[config.mk]
export PLATFORM = sky130hd
export DESIGN_NAME = seq_vector_detector
export DESIGN_NICKNAME = d
export VERILOG_FILES = /design/src/rtl/seq_vector_detector.sv
export SDC_FILE = /design/constraint.sdc
export NUM_CORES = 1
export LEC_CHECK = 0
export BUFFER_PORTS_ARGS = -buffer_cell sky130_fd_sc_hd__buf_2
export CELL_PAD_IN_SITES_DETAIL_PLACEMENT = 0
export CELL_PAD_IN_SITES_GLOBAL_PLACEMENT = 1
export CORE_ASPECT_RATIO = 0.8
export CORE_UTILIZATION = 44
export CTS_CLUSTER_DIAMETER = 150
export DETAILED_ROUTE_END_ITERATION = 16
export PLACE_DENSITY = 0.9
export SETUP_SLACK_MARGIN = 0.1
export SLEW_MARGIN = 20
export SYNTH_ARGS = -nofsm -noshare
export SYNTH_HDL_FRONTEND = slang
export SYNTH_SLANG_ARGS = --single-unit
[constraint.sdc]
create_clock -name clk -period 4.54 [get_ports clk]
set_input_delay 0.227 -clock clk [delete_from_list [all_inputs] [get_ports clk]]
set_output_delay 0.227 -clock clk [all_outputs]
set_load 0.01 [all_outputs]
[src/rtl/seq_vector_detector.sv]
// Sequence detector for a run-time programmable pattern of DEPTH WIDTH-bit symbols.
// Emits a registered match pulse (g), a match-parity toggle (f) and a saturating match count.
module seq_vector_detector #(
    parameter int WIDTH   = 3,
    parameter int DEPTH   = 4,
    parameter int OVERLAP = 1,
    parameter int CNT_W   = 8
) (
    input  logic                   clk,
    input  logic                   rst,
    input  logic                   en,
    input  logic [WIDTH-1:0]       x,
    input  logic                   load,
    input  logic [WIDTH*DEPTH-1:0] pat_in,
    output logic                   g,
    output logic                   f,
    output logic [CNT_W-1:0]       match_cnt
);
    localparam int PW = WIDTH * DEPTH;
    localparam int FW = $clog2(DEPTH + 1);
    localparam logic [FW-1:0] FULL = FW'(DEPTH);

    logic [PW-1:0]    pat_reg;
    logic [PW-1:0]    hist_reg;
    logic [PW-1:0]    hist_next;
    logic [FW-1:0]    fill_reg;
    logic [FW-1:0]    fill_next;
    logic             g_reg;
    logic             f_reg;
    logic [CNT_W-1:0] cnt_reg;
    logic [DEPTH-1:0] sym_eq;
    logic             match;

    // Newest symbol enters the LSB slice so the window lines up with the pattern's last slice.
    assign hist_next = {hist_reg[PW-WIDTH-1:0], x};
    assign fill_next = (fill_reg == FULL) ? FULL : fill_reg + 1'b1;

    generate
        for (genvar gi = 0; gi < DEPTH; gi++) begin : g_sym_cmp
            assign sym_eq[gi] = (hist_next[gi*WIDTH +: WIDTH] == pat_reg[gi*WIDTH +: WIDTH]);
        end
    endgenerate

    assign match = (fill_next == FULL) && (&sym_eq);

    always_ff @(posedge clk) begin
        if (rst) begin
            pat_reg  <= '0;
            hist_reg <= '0;
            fill_reg <= '0;
            g_reg    <= 1'b0;
            f_reg    <= 1'b0;
            cnt_reg  <= '0;
        end else if (load) begin
            pat_reg  <= pat_in;
            hist_reg <= '0;
            fill_reg <= '0;
            g_reg    <= 1'b0;
        end else if (en) begin
            g_reg <= match;
            if (match) begin
                f_reg <= ~f_reg;
                if (!(&cnt_reg)) begin
                    cnt_reg <= cnt_reg + 1'b1;
                end
                // Overlapping mode keeps the window so the next symbol can complete another match.
                if (OVERLAP != 0) begin
                    hist_reg <= hist_next;
                    fill_reg <= FULL;
                end else begin
                    hist_reg <= '0;
                    fill_reg <= '0;
                end
            end else begin
                hist_reg <= hist_next;
                fill_reg <= fill_next;
            end
        end else begin
            g_reg <= 1'b0;
        end
    end

    assign g         = g_reg;
    assign f         = f_reg;
    assign match_cnt = cnt_reg;
endmodule

==> results <==
- The worst-case IR drop observed on VDD is 162 uV.
- After detailed routing, the average wire length per cell comes to 13.5 um.
- The half-perimeter wire length after detailed placement is 2.27 mm.
- Relative to the synthesized area, the layout overhead comes to 14.6%.
- The run finished with clean final reports.
- The flip-flop count of the largest register after layout is 12.
- Hold repair after CTS inserted 0 buffers.
- The detailed router placed 1,239 vias in this run.
- The required time reported for the critical path endpoint is 4.72 ns.
- The fraction of final layout cells sized beyond drive strength 1 is 0.234.
- Of the total synthesized cell area, the portion taken by XOR and XNOR cells is 0.0661.
- The die span in x is 69.2 um.
- The total global routing track utilization is 0.180.
- After synthesis, the netlist uses 42 different library cells.
- The dominant combinational cell family by area after synthesis is simple AND/OR/NAND/NOR gates.
- In the layout the commonest cells are 34 x dfxtp_1, 28 x buf_2, 24 x nor2_1.
- For this configuration, the core starts out at a cell density of 0.461.
- The clock tree from TritonCTS is yes.
- Entering global routing, the biggest net connects 25 pins.
- The synthesized-area fraction occupied by ao, oa, aoi and oai cells was 0.105.
- The worst-case reg-to-reg path depth is 7.
- The CTS sink count is 34.
- The count of buffers from port buffering is 28.
- Dividing the final minimum period by the clock period gives 0.515.
- The maximum achievable frequency is 0.428 GHz.
- The number of clock buffers added by TritonCTS is 5.
- The maximum net fanout on the critical path is 13.
- The synthesized design spends more area on one cell type than any other, namely dfxtp_1.
- A synthesized cell averages 9.58 um^2.
- In this run, the number of DRC markers left after iteration 0 of detailed routing was 64.
- Synthesis handed over a netlist of 166 instances.
- The primary flip-flop cell chosen by synthesis mapping is dfxtp_1.
- The via density per instance is 5.29.
- The wire length of the first global-routing pass is 5.39 mm.
- The power density over cell area is 326 nW/um^2.
- Yosys printed 0 warnings.
- The final total negative setup slack is 0 ns.
- The maximum clock path buffer count is 2.
- After synthesis, the cell types taking the most area are dfxtp_1 43%, mux2i_1 14%, nor2_1 5.7%.
- The instance count after placement with tap cells included is 226.
- The actual transition at the worst max-transition pin is 0.617 ns.
- Of the total synthesized cell area, the portion taken by full adders, half adders and majority gates is 0.0236.
- Of the total synthesized cell area, the portion taken by AND, OR, NAND and NOR gates is 0.188.
- The capturing element type of the critical path is a register.
- The leakage component of the power is 0.000771 uW.
- The number of flops mapped to enable cells by yosys is 0.
- The final number of max-transition violations was 0.
- For this block, wires on met1 add up to 1.57 mm.
- In the final layout, the multi-input gates occupy 840 um^2.
- The min-delay analysis places its worst path in the category primary input to register.
- At the end of routability-driven placement, the weighted congestion stood at 0.766.
- For the worst-skew pair, the clock arrives at the later sink with an insertion delay of 0.29 ns.
- In the final design database the tool counted 213 nets.
- The max-cap check violation count is 0.
- Setup repair after global routing left no endpoint under its margin.
- The met2 wire length is 1.38 mm.
- The worst-case clock skew is 0.00274 ns.
- The combined flip-flop and latch cell area is 681 um^2.
- The met3 routed wirelength is 123 um.
- Setup violations remaining at the end of the flow were counted as 0.
- The antenna diode count is 0.
- The full die area is 3860 um^2.
- At the worst endpoint, the arrival time is 2.52 ns.
- The mux contribution to synthesized area is 0.146.
- The smallest clock period supported by the final layout is computed as 2.34 ns.
- The floorplan die height is 55.8 um.
- The start-to-end type of the worst setup path is register to register.
- The cell depth of the worst min-delay path is 3.
- The count of TritonRoute iterations in the first routing pass is 4.
- The net count after synthesis is 188.
- The element type at the critical path start is a register.
- Of the post-synthesis cell area, the dominant cell type holds 0.428.
- For this run, the register share of the synthesized area comes to 0.428.
- After synthesis, the share of flip-flops with an asynchronous set or reset is 0.
- Summed over all layers, the global routing overflow is 0.
- For this design the top-level I/O count stands at 29.
- The count of cells in the finished layout, fillers not included, comes to 234.
- The post-cts resize count is 0.
- In this run, synthesis produced a sequential element count of 34.
- Leaving out fill and tap cells, the most frequent cell in the layout is dfxtp_1.
- The H-tree depth is 2.
- The final count of hold timing violations was 0.
- The post-CTS repair timing setup buffer count is 0.
- In this run the remaining antenna-violating nets after routing total 0.
- The via count of the first global-routing pass came to 1,170.
- The worst slew margin relative to its limit is 0.585.
- Counting the fill cells in the layout gives 324.
- After floorplanning, the core was divided into 19 placement rows.
- Routed signal wires occupy layers up through met4.
- In the routed design, unresolved DRC markers number 0.
- The mapped netlist covers 1590 um^2.
- Clock tree synthesis selected as its root buffer the cell clkbuf_8.
- The total length of routed wires is 3.16 mm.
- The worst hold-check slack is 0.170 ns.
- The floorplan step defined a core boundary enclosing 3450 um^2.
- After clock tree synthesis, the clock-pin slew on the worst setup and hold paths is 0.07 ns.
- The initial antenna violation count is 0.
-- worst paths after layout --
kind                    start  slack [ns]           end
setup / recovery  fill_reg[0]        2.20  match_cnt[7]
hold / removal      pat_in[1]        0.17    pat_reg[1]
setup reg to reg  fill_reg[0]        2.20  match_cnt[7]
hold reg to reg             f        0.50             f
-- power breakdown --
part | switching, uW | internal (uW)
Combinational | 25.6 | 23.3
Sequential | 5.95 | 306
Clock | 112 | 122
Total | 144 | 451
-- critical path, cell delays in order (launching register included) --
cell and delay, ns:
dfxtp_1 0.38, inv_1 0.06, ha_1 0.27, a21boi_0 0.16, a2111oi_2 0.29, nand2_1 0.32, nor4_1 0.38, mux2_2 0.37
-- cell families (layout without fill, tap and decap cells) --
group,Yosys count,count (layout)
AO/OA/AOI/OAI,23,23
buffers and inverters,14,40
multiplexers,23,23
flip-flops,34,34
adder cells (fa/ha/maj),3,3
XOR/XNOR,12,12
AND/OR/NAND/NOR,57,57
-- cells in the mapped netlist, types with 4 or more instances --
cell type / number
dfxtp_1: 34
nor4_1: 4
nand2_1: 5
inv_1: 4
xnor2_1: 7
mux2i_1: 22
a21oi_1: 7
nor2_1: 24
xor2_1: 5
nor3_1: 4
-- metrics by stage --
stage          setup slack (ns)  power, uW  instance area, um^2  utilization
2_1_floorplan              2.63        353                 1590            -
3_3_place_gp               2.37        367                 1730        0.501
3_5_place_dp               2.24        368                 1730        0.501
4_1_cts                    2.21        602                 1820        0.529
5_1_grt                    1.98        619                 1820        0.529
6_report                   2.20        595                 1820        0.529
-- metal layers --
metal,track usage,vias up
met5,0,-
met4,0.111,0
met3,0.0580,9
met2,0.265,22
met1,0.230,565
li1,-,643
-- final cells by class --
cell class | count | area share
flip-flops and latches | 34 | 0.373
clock inverters | 2 | 0.00686
clock buffers | 6 | 0.0453
well taps | 42 | 0.0288
repair buffers | 28 | 0.0769
inverters | 4 | 0.00824
multi-input cells | 118 | 0.461
Note: power is estimated with default switching activity, not from simulation.
